--- src/rtl/io_pkg.sv ---
// io_pkg: definitions shared by the I/O controller and its sub-modules.
//   io_state_t : states of the input-instruction handshake FSM
//   DATA_W_DEF : default processor data word width
//   EXT_FN     : how the switch word is widened onto DataIn
// Build option: IO_SIGN_EXT_EN selects sign extension of the switches
// (bit SW_W-1 replicated); left undefined, the switches are zero-extended.
package io_pkg;

   localparam int DATA_W_DEF = 32;

   typedef enum logic [1:0] {
      IDLE,
      ARM,
      WAIT_PRESS,
      DONE
   } io_state_t;

   typedef enum logic {
      EXT_ZERO,
      EXT_SIGN
   } ext_fn_t;

`ifdef IO_SIGN_EXT_EN
   localparam ext_fn_t EXT_FN = EXT_SIGN;
`else
   localparam ext_fn_t EXT_FN = EXT_ZERO;
`endif

endpackage

--- src/rtl/io_debounce.sv ---
// io_debounce: conditions the raw Enter push-button.
//   clock     in  system clock, posedge
//   reset_n   in  asynchronous active-low reset
//   btn_raw   in  raw asynchronous button, active-high
//   btn_db    out debounced button level
//   btn_rise  out one-cycle pulse on a 0->1 change of btn_db
// The raw input passes a 2-flop synchroniser. btn_db follows the
// synchronised sample only after DEBOUNCE_CYCLES consecutive samples
// disagree with it; any agreeing sample restarts the count.
module io_debounce #(
   parameter  int DEBOUNCE_CYCLES = 50000,
   localparam int CNT_W           = $clog2(DEBOUNCE_CYCLES + 1)
) (
   input  logic clock,
   input  logic reset_n,
   input  logic btn_raw,
   output logic btn_db,
   output logic btn_rise
);

   localparam logic [CNT_W-1:0] CNT_LAST = CNT_W'(DEBOUNCE_CYCLES - 1);

   logic             sync1_reg;
   logic             sync2_reg;
   logic [CNT_W-1:0] cnt_reg;
   logic             btn_db_reg;
   logic             rise_reg;

   always_ff @(posedge clock or negedge reset_n) begin
      if (!reset_n) begin
         sync1_reg  <= 1'b0;
         sync2_reg  <= 1'b0;
         cnt_reg    <= '0;
         btn_db_reg <= 1'b0;
         rise_reg   <= 1'b0;
      end else begin
         sync1_reg <= btn_raw;
         sync2_reg <= sync1_reg;
         rise_reg  <= 1'b0;
         if (sync2_reg == btn_db_reg) begin
            cnt_reg <= '0;
         end else if (cnt_reg == CNT_LAST) begin
            // This is the DEBOUNCE_CYCLES-th disagreeing sample: accept it.
            cnt_reg    <= '0;
            btn_db_reg <= sync2_reg;
            rise_reg   <= sync2_reg;
         end else begin
            cnt_reg <= cnt_reg + CNT_W'(1);
         end
      end
   end

   assign btn_db   = btn_db_reg;
   assign btn_rise = rise_reg;

endmodule

--- src/rtl/io_controller.sv ---
// io_controller: peripheral side of the register bank's I/O path.
//   clock          in  system clock, posedge
//   reset_n        in  asynchronous active-low reset
//   outputControl  in  output-instruction strobe (also sampled by the bank)
//   OutData        in  bank result word, valid the cycle after the strobe
//   InReq          in  input-instruction request, level
//   Switches       in  raw board switches
//   EnterBtn       in  raw Enter button, active-high
//   Stall          out freeze PC/pipeline while an input is pending
//   InputReady     out one-cycle strobe to the bank's inputControl
//   DataIn         out captured switch word, held after InputReady
//   Display        out last output word
//   DisplayValid   out sticky, set by the first output
// Build option: IO_SIGN_EXT_EN (see io_pkg) sign-extends Switches onto
// DataIn instead of zero-extending.
module io_controller
   import io_pkg::*;
#(
   parameter int DATA_W          = DATA_W_DEF,
   parameter int SW_W            = 16,
   parameter int DEBOUNCE_CYCLES = 50000
) (
   input  logic              clock,
   input  logic              reset_n,
   input  logic              outputControl,
   input  logic [DATA_W-1:0] OutData,
   input  logic              InReq,
   input  logic [SW_W-1:0]   Switches,
   input  logic              EnterBtn,
   output logic              Stall,
   output logic              InputReady,
   output logic [DATA_W-1:0] DataIn,
   output logic [DATA_W-1:0] Display,
   output logic              DisplayValid
);

   io_state_t         state_reg, state_next;
   logic              capture;
   logic              btn_db;
   logic              btn_rise;
   logic [DATA_W-1:0] sw_ext;
   logic [DATA_W-1:0] data_in_reg;
   logic              out_d_reg;
   logic [DATA_W-1:0] display_reg;
   logic              display_valid_reg;

   io_debounce #(
      .DEBOUNCE_CYCLES(DEBOUNCE_CYCLES)
   ) u_debounce (
      .clock    (clock),
      .reset_n  (reset_n),
      .btn_raw  (EnterBtn),
      .btn_db   (btn_db),
      .btn_rise (btn_rise)
   );

   // Widen the switch word bit by bit; upper bits are either the switch
   // MSB or zero depending on the build option.
   genvar gi;
   generate
      for (gi = 0; gi < DATA_W; gi++) begin : g_ext
         if (gi < SW_W) begin : g_sw
            assign sw_ext[gi] = Switches[gi];
         end else if (EXT_FN == EXT_SIGN) begin : g_sign
            assign sw_ext[gi] = Switches[SW_W-1];
         end else begin : g_zero
            assign sw_ext[gi] = 1'b0;
         end
      end
   endgenerate

   // Output path: the bank updates OutData on the edge that samples the
   // strobe, so the strobe is delayed one cycle before latching OutData.
   always_ff @(posedge clock or negedge reset_n) begin
      if (!reset_n) begin
         out_d_reg         <= 1'b0;
         display_reg       <= '0;
         display_valid_reg <= 1'b0;
      end else begin
         out_d_reg <= outputControl;
         if (out_d_reg) begin
            display_reg       <= OutData;
            display_valid_reg <= 1'b1;
         end
      end
   end

   always_ff @(posedge clock or negedge reset_n) begin
      if (!reset_n) begin
         state_reg   <= IDLE;
         data_in_reg <= '0;
      end else begin
         state_reg <= state_next;
         if (capture) begin
            data_in_reg <= sw_ext;
         end
      end
   end

   always_comb begin
      state_next = state_reg;
      Stall      = 1'b0;
      InputReady = 1'b0;
      capture    = 1'b0;
      case (state_reg)
         IDLE: begin
            // Stall in the request cycle itself; gated by reset_n so that
            // a reset forces Stall low even while InReq is still high.
            Stall = InReq & reset_n;
            if (InReq) begin
               state_next = ARM;
            end
         end
         ARM: begin
            // A button already held when the instruction arrives must be
            // released before a press can count.
            Stall = 1'b1;
            if (!InReq) begin
               state_next = IDLE;
            end else if (!btn_db) begin
               state_next = WAIT_PRESS;
            end
         end
         WAIT_PRESS: begin
            Stall = 1'b1;
            if (!InReq) begin
               state_next = IDLE;
            end else if (btn_rise) begin
               capture    = 1'b1;
               state_next = DONE;
            end
         end
         DONE: begin
            InputReady = 1'b1;
            state_next = IDLE;
         end
         default: state_next = IDLE;
      endcase
   end

   assign DataIn       = data_in_reg;
   assign Display      = display_reg;
   assign DisplayValid = display_valid_reg;

endmodule

--- config.mk ---
export PLATFORM = sky130hd
export DESIGN_NAME = io_controller
export DESIGN_NICKNAME = d
export VERILOG_FILES = /design/src/rtl/io_pkg.sv /design/src/rtl/io_debounce.sv /design/src/rtl/io_controller.sv
export SDC_FILE = /design/constraint.sdc
export NUM_CORES = 1
export LEC_CHECK = 0
export CAP_MARGIN = 40
export CELL_PAD_IN_SITES_DETAIL_PLACEMENT = 0
export CELL_PAD_IN_SITES_GLOBAL_PLACEMENT = 1
export CORE_ASPECT_RATIO = 1.2
export CORE_UTILIZATION = 35
export DETAILED_ROUTE_END_ITERATION = 10
export PLACE_DENSITY_LB_ADDON = 0.1
export SETUP_SLACK_MARGIN = 0.02
export SLEW_MARGIN = 0
export SYNTH_ARGS = -nofsm -noshare
export SYNTH_HDL_FRONTEND = slang
export SYNTH_SLANG_ARGS = --single-unit
export TNS_END_PERCENT = 20
--- constraint.sdc ---
create_clock -name clock -period 2.4 [get_ports clock]
set_input_delay 0.36 -clock clock [delete_from_list [all_inputs] [get_ports clock]]
set_output_delay 0.36 -clock clock [all_outputs]
set_load 0.05 [all_outputs]
=== Word level (Yosys, flattened, before mapping) ===
Index checks and enable logic that the tools add are counted.

* Add/subtract/negate cells: 1
* Eq/ne operators: 8
* Multiplexer cells: 15
* Bitwise gates (word level): 2
* Reduce and logical (&&, ||, !) cells: 4

{| class="wikitable"
|+ Operators with widths
! operator !! number
|-
| two-way mux 16 bit || 2
|-
| adder 16 x 1 -> 16 bit, second input constant || 1
|-
| == test 16 bit, second input constant || 1
|-
| two-way mux 2 bit || 5
|-
| case mux 2 bit (4 select lines) || 1
|-
| two-way mux 1 bit || 6
|-
| == test 2 bit, second input constant || 2
|-
| != test 3 x 2 -> 1 bit, second input constant || 1
|-
| != test 3 bit, second input constant || 1
|-
| AND reduction 3 bit || 1
|-
| == test 2 x 1 -> 1 bit, second input constant || 1
|-
| logical NOT 2 bit || 1
|-
| != test 2 bit, second input constant || 1
|-
| case mux 1 bit (2 select lines) || 1
|-
| AND reduction 2 bit || 1
|-
| OR reduction 2 bit || 1
|-
| AND 1 bit || 1
|-
| == test 1 bit || 1
|-
| NOT 1 bit || 1
|}

* Register bits after elaboration: 72
* Bits of input ports: 53
* Output and inout port bits: 67
* Word-level logic and storage cells: 40

=== Logic depth before layout (Yosys ltp) ===
Gate-level depths: netlist of the first run.

* Word-level depth: 3
* Gate-level depth with buffers: 6
* Mapped depth without buffers: 5

=== Cells and area by module ===
From an unflattened synthesis of the first run, not the netlist that was laid out.

* Cell total of the unflattened synthesis: 233
* Area, all modules: 3161.8 µm²

{| class="wikitable"
|+ By module, submodules not included
! module !! times used !! cells an instance !! area an instance (µm²) !! sequential area each (µm²)
|-
| io_controller || 1 || 142 || 2193.4 || 1301.2
|-
| io_debounce || 1 || 91 || 968.4 || 500.5
|}

=== Least setup slack after synthesis of the first run ===
OpenSTA, ideal clock, no wires.

* Path type: reg-to-output
* Start: register state_reg[0]
* End: output Stall
* Arrival time: 1506 ps
* Setup slack: 534 ps
* Stages on the path, launching flop included: 3
* Cell sequence: dfrtp_1 -> ha_1 -> nor2_1

* Cells in the longest elaborated chain, start to end: 3
* Elaborated cells on any way between the ends: 5
* Classes of those cells: 2 x eq/ne; 1 x mux; 2 x reduce/logical

{| class="wikitable"
|+ Ends and longest elaborated chain
! item !! line !! RTL
|-
| start: declaration || io_controller.sv:37 || <nowiki>io_state_t state_reg, state_next;</nowiki>
|-
| start signal: assignment || io_controller.sv:93 || <nowiki>state_reg <= state_next;</nowiki>
|-
| == test 2 bit or == test 2 x 1 -> 1 bit (tied branches) || io_controller.sv:105 || <nowiki>case (state_reg)</nowiki>
|-
| OR reduction 2 bit (no source line) || -- ||
|-
| case mux 1 bit (2 select lines) * || io_controller.sv:105 ||
|-
| end: declaration || io_controller.sv:30 || <nowiki>output logic Stall,</nowiki>
|}

Every way passes the cells marked *; elsewhere a longest branch is shown, timed or not.

=== Worst setup path in the final report of the first run ===
* Start: input reset_n
* End: output Stall

* Cells in the longest elaborated chain, start to end: 2

{| class="wikitable"
|+ Ends and longest elaborated chain
! item !! line !! RTL
|-
| start: declaration || io_controller.sv:24 || <nowiki>input logic reset_n,</nowiki>
|-
| AND 1 bit || io_controller.sv:109 || <nowiki>Stall = InReq & reset_n;</nowiki>
|-
| case mux 1 bit (2 select lines) || io_controller.sv:105 ||
|}

Every way passes these cells.

==> results.yml, run 1 <==
worst_setup_path:
  crit_chain: "dlygate4sd3_1 > buf_4 > a31oi_1 > nor2_1 > buf_12"
  critPathMaxStageDelay_ns: 0.53
  r2r_end: "DataIn[4]$_DFFE_PN0P_"
  worst_ep_arrival_time_ns: 1.71
  r2r_setup_slack_ns: 0.69
  startpoint_type: "input pin"
  cp_top_family: "buffers and inverters"
  crit_fanout: 27
  crit_buf_inv: 3
  cp_data_required_time_ns: 2.04
  crit_slowest_cell: "dlygate4sd3_1"
  ff2ff_path_depth: 4
  worstReg2RegStart: "state_reg[0]$_DFFE_PN0P_"
  end_kind: "primary output"
  critPathKind: "in2out"
timing:
  skew_ns: 0.008999
  fmax_mhz: 483.8
  setup_viol: 0
  period_share: 0.8612
  rsz0062_at_grt: "no"
  min_period_ns: 2.067
  hold_violations: 0
  final_max_slew_viol_count: 0
  fin_tns_setup_ns: 0
  maxSlewHeadroom: 0.6060
  worst_pin_slew_ns: 0.5910
power:
  combinationalPowerShare: 0.255
  powerDensity_nw_per_um2: 759.5
  switching_power_mw: 1.012
  vdd_drop_max_mv: 0.4300
  power_frac_clock: 0.352
  power.leakage_nw: 1.932
  p_seq_frac: 0.393
  p_int_mw: 2.384
  swShare: 0.2980
synthesis:
  syn-instance-count: 227
  syn-mean-instance-area_sq_um: 13.69
  ys_ff_latch: 72
  synth_cell_type_count: 34
  yosys_warnings: 0
  netlist_area_sq_um: 3107
  seq_area_frac_synth: 0.5799
finish:
  finalInstanceArea_sq_um: 4472
  num-fill-cells: 810
  nets: 396
  n_antenna_cell: 0
  largest_reg_flops: 32
  syn_to_final_growth_pct: 43.94
  drive_gt1_frac: 0.1813
  post-route-util: 0.5193
global_routing:
  grt_max_degree: 48
  antenna_found_initial: 0
  grt_pass1_wl_um: 10580
  overflow: 0
  grt_pass1_vias: 2190
  gr-usage-all-layers: 0.1513
routing:
  viasPerCell: 4.455
  vias: 2045
  firstDrtPassIters: 4
  drt_iter0_markers: 125
  wl_um: 6285
  ant_nets: 0
  post_drt_wl_per_cell_um: 13.69
  post-route-drc-count: 0
placed_design:
  placed_cell_area_sq_um: 4208
  gp_congestion: 0.6921
  dp_hpwl_um: 4455
  port_buffers: 103
hold_path:
  hold_start: "u_debounce.sync1_reg$_DFF_PN0_"
  min_to: "u_debounce.sync2_reg$_DFF_PN0_"
  hold_path_class: "reg2reg"
  hold_depth: 0
clock_tree:
  path_clk_slew_ns: 0.08
  cts_inserted_buffers: 9
  cts_resized: 0
  cts_root_buffer: "clkbuf_8"
  clock_path_buffers: 2
  cts-htree-levels: 3
  clock_latency_ns: 0.34
  cts.sinks: 72
  cts_tree: "yes"
floorplan:
  die_height_um: 105.2
  initial_core_util: 0.3608
  die_area_sq_um: 9259
  core_area_sq_um: 8611
  num_rows: 37
  top_level_ports: 120
  dieWidth_um: 88.01
run_status:
  status: "completed"
flow_run:
  drv_cap: 0
[worst max-delay path by stage]
stage                                  start                      to  slack (ns)  depth (start not counted)
finish                               reset_n                   Stall        0.33                          5
global route                         reset_n                   Stall        0.20                          5
CTS                                  reset_n                   Stall        0.29                          5
detailed placement                     InReq   DataIn[4]$_DFFE_PN0P_        0.43                          3
global placement                       InReq  DataIn[11]$_DFFE_PN0P_        0.48                          3
floorplan           state_reg[0]$_DFFE_PN0P_                   Stall        0.53                          2
[stage by stage]
stage | hold WS (ns) | setup slack, ns | cells | total power [mW]
after CTS | 0.3606 | 0.2893 | 459 | 3.444
final | 0.3535 | 0.3331 | 459 | 3.396
after floorplan | 0.06441 | 0.5344 | 242 | 1.899
after global placement | 0.2958 | 0.4798 | 442 | 2.228
after global routing | 0.3617 | 0.1997 | 459 | 3.550
after detailed placement | 0.2942 | 0.4342 | 442 | 2.232
[cells in the final DEF, fill, tap and decap left out, types with 2 or more instances in the layout]
master           count
clkdlybuf4s50_1    101
dfrtp_1             72
mux2_2              29
mux2_1              20
nor2_1              17
conb_1              16
xnor2_1             12
clkbuf_8            11
inv_1                7
ha_1                 6
nand3_1              5
nor4_2               4
nor3_1               4
xor2_1               3
bufinv_16            3
buf_4                3
and3_1               2
nand4_1              2
nand4_2              2
nand2_1              2
nor2_2               2
a21oi_1              2
mux2i_1              2
[logic make-up (layout without fill, tap and decap cells)]
group | Yosys count | in the layout | synth area share
other | 1 | 16 | 0.001207
AO/OA/AOI/OAI | 5 | 5 | 0.01007
AND/OR/NAND/NOR | 48 | 48 | 0.09988
buffers and inverters | 29 | 129 | 0.05840
XOR/XNOR | 15 | 15 | 0.04229
flip-flops | 72 | 72 | 0.5799
adder cells (fa/ha/maj) | 6 | 6 | 0.02416
multiplexers | 51 | 51 | 0.1841
[cells in the mapped netlist]
cell type,n,share of area
or2_2,1,0.0020
mux2_2,29,0.11
ha_1,6,0.024
xor2_1,3,0.0085
nand3_1,5,0.0081
and4b_1,1,0.0032
mux2i_1,2,0.0064
nor2_1,17,0.021
nor2_2,2,0.0040
nor4b_2,1,0.0048
nand4_2,2,0.0081
nand2_2,1,0.0020
buf_6,1,0.0036
xnor2_1,12,0.034
conb_1,1,0.0012
nand2_1,2,0.0024
nor4_2,4,0.016
a22oi_1,1,0.0024
clkbuf_1,1,0.0012
nand3_4,1,0.0056
o211ai_1,1,0.0024
nor3_1,4,0.0064
a21oi_1,2,0.0032
nor3b_1,1,0.0024
dfrtp_1,72,0.58
inv_1,7,0.0085
nor4b_1,1,0.0028
buf_4,16,0.039
nand3_2,1,0.0032
a31oi_1,1,0.0020
buf_2,4,0.0064
and3_1,2,0.0040
mux2_1,20,0.072
nand4_1,2,0.0040
[power by group through the flow]
stage | combinational (mW) | sequential [mW] | clock [mW]
after global routing | 0.922 | 1.35 | 1.28
final | 0.865 | 1.34 | 1.19
after CTS | 0.877 | 1.34 | 1.23
after floorplan | 0.350 | 1.55 | 0
after global placement | 0.870 | 1.36 | 0
after detailed placement | 0.871 | 1.36 | 0
[repair_timing]
action                                 4_1_cts  5_1_grt
setup buffers                                0        0
hold buffers                                 1        0
endpoints found under the hold margin       25        0
[area by class of cell]
type                    count  area (sq um)  share of cell area
repair buffers            106          1064              0.2378
inverters                   7         26.28            0.005876
well taps                 117         146.4             0.03274
multi-input cells         141          1180              0.2638
clock inverters             5         102.6             0.02294
clock buffers              11         151.4             0.03386
flip-flops and latches     72          1802              0.4029
[routing by layer]
layer / up-vias / track usage / share of wire
li1: 961 / - / -
met1: 1009 / 0.1900 / 0.42
met2: 68 / 0.2287 / 0.48
met3: 7 / 0.06477 / 0.081
met4: 0 / 0.05621 / 0.015
met5: - / 0 / 0
No activity file was read; power rests on OpenSTA's default activity.
==> run 2: changes to the inputs <==
RECOVER_POWER = 100   (was unset)
==> run 2 against run 1 <==
- clock-buffer cell count stayed put
- critical path type is now reg2out
- largest cell class unchanged
- clock power hardly changed
- clock skew hardly changed
- wire length is 0.49% lower
- first-iteration DRC count is 0.80% lower
==> results.yml, run 2 (synthesis results as in run 1) <==
run_status:
  status: "completed"
clock_tree:
  clock_path_buffers: 2
  path_clk_slew_ns: 0.08
  cts_tree: "yes"
  clock_latency_ns: 0.34
  cts_inserted_buffers: 9
  post_cts_buffers: 0
  cts-htree-levels: 3
  cts_root_buffer: "clkbuf_8"
  cts.sinks: 72
timing:
  min_period_ns: 2.120
  fin_tns_setup_ns: 0
  period_share: 0.8834
  final_max_slew_viol_count: 0
  maxSlewHeadroom: 0.2354
  worst_pin_slew_ns: 1.147
  finalWorstSetupSlack_ns: 0.2798
  skew_ns: 0.008757
  setup_viol: 0
  fmax_mhz: 471.6
  hold_violations: 0
  rsz0062_at_grt: "no"
finish:
  n_antenna_cell: 0
  finalInstanceArea_sq_um: 4444
  stdcell_count: 459
  nets: 396
  syn_to_final_growth_pct: 43.05
  layout_common_cells: "72 x dfrtp_1, 53 x dlygate4sd3_1, 49 x clkdlybuf4s50_1, 29 x mux2_2, 20 x mux2_1"
  largest_reg_flops: 32
  drive_gt1_frac: 0.1754
  final_common_cell: "dfrtp_1"
routing:
  firstDrtPassIters: 4
  wl_um: 6254
  viasPerCell: 4.468
  ant_nets: 0
  post_drt_wl_per_cell_um: 13.63
  post-route-drc-count: 0
  drt_iter0_markers: 124
  vias: 2051
worst_setup_path:
  crit_slowest_cell: "dlygate4sd3_1"
  r2r_end: "DataIn[4]$_DFFE_PN0P_"
  ff2ff_path_depth: 4
  crit_chain: "ha_1 > dlygate4sd3_1"
  end_kind: "primary output"
  startpoint_type: "register"
  critical_path.startpoint: "state_reg[1]$_DFFE_PN0P_"
  crit_fanout: 3
  critPathMaxStageDelay_ns: 0.87
  cp_data_required_time_ns: 2.04
  worst_ep_arrival_time_ns: 1.76
  worstReg2RegStart: "state_reg[0]$_DFFE_PN0P_"
  critPathKind: "reg2out"
  r2r_setup_slack_ns: 0.39
global_routing:
  antenna_found_initial: 0
  grt_pass1_wl_um: 10580
  grt_max_degree: 48
  overflow: 0
  grt_pass1_vias: 2190
  gr-usage-all-layers: 0.1513
placed_design:
  place_ws_ns: 0.4342
  gp_congestion: 0.6921
  placed_cell_area_sq_um: 4208
  port_buffers: 103
  dp_hpwl_um: 4455
  dp.cells: 442
floorplan:
  die_height_um: 105.2
  dieWidth_um: 88.01
  top_level_ports: 120
  core_area_sq_um: 8611
  num_rows: 37
  initial_core_util: 0.3608
  die_area_sq_um: 9259
flow_run:
  drv_cap: 0
hold_path:
  hold_start: "u_debounce.sync1_reg$_DFF_PN0_"
  min_to: "u_debounce.sync2_reg$_DFF_PN0_"
  hold_depth: 0
  hold_path_class: "reg2reg"
power:
  fin_total_pwr_mw: 3.305
  powerDensity_nw_per_um2: 743.7
  vdd_drop_max_mv: 0.4242
  power.leakage_nw: 1.994
[run 2: cell count changes in the layout (fill, tap and decap cells not counted), sizes merged]
cell and delta:
buf -3, clkbuf +3, clkdlybuf4s50 -52, dlygate4sd3 +52
[run 2: final cells by class]
type	instances	area, sq um
Clock buffer	11	151.4
Clock inverter	5	102.6
Fill cell	812	4167
Inverter	7	26.28
Multi-Input combinational cell	141	1172
Sequential cell	72	1802
Tap cell	117	146.4
Timing Repair Buffer	106	1044
[run 2: power by group]
| group | internal (mW) | switching [mW] | total [mW] |
|---|---|---|---|
| registers | 1.29 | 0.0432 | 1.33 |
| clock network | 0.746 | 0.450 | 1.20 |
| logic | 0.270 | 0.507 | 0.777 |
[run 2: worst max-delay path by stage]
stage	cells past startpoint	end	slack (ns)
6_report	2	InputReady	0.28
5_1_grt	3	Display[8]$_DFFE_PN0P_	0.13
4_1_cts	5	Stall	0.29
3_5_place_dp	3	DataIn[4]$_DFFE_PN0P_	0.43
3_3_place_gp	3	DataIn[11]$_DFFE_PN0P_	0.48
2_1_floorplan	2	Stall	0.53
[run 2: critical path: cells and delay by family (launching register included)]
| kind | cells | cell delay, ns |
|---|---|---|
| fa+ha+maj | 1 | 0.17 |
| flops | 1 | 0.38 |
| buf+inv | 1 | 0.87 |
[run 2: repair_timing]
action	4_1_cts	5_1_grt
endpoints found under the hold margin	25	0
hold buffers	1	0
gates resized for setup	0	0
[run 2: per-layer routing]
| layer | vias up | track usage | wire length (um) |
|---|---|---|---|
| met5 | - | 0 | 0 |
| met4 | 0 | 0.05621 | 95 |
| met3 | 7 | 0.06477 | 508 |
| met2 | 68 | 0.2287 | 3041 |
| met1 | 1014 | 0.1900 | 2608 |
| li1 | 962 | - | - |
[run 2: through the flow]
step	utilization	hold slack [ns]
after floorplan	-	0.06441
after global placement	0.4887	0.2958
after detailed placement	0.4887	0.2942
after CTS	0.5193	0.3606
after global routing	0.5161	0.3617
final	0.5161	0.3530
==> run 3: changes to the inputs <==
SLEW_MARGIN = unset   (was 0)
==> results of run 3 <==
No change in the layout: final DEF, timing and power equal those of run 2.
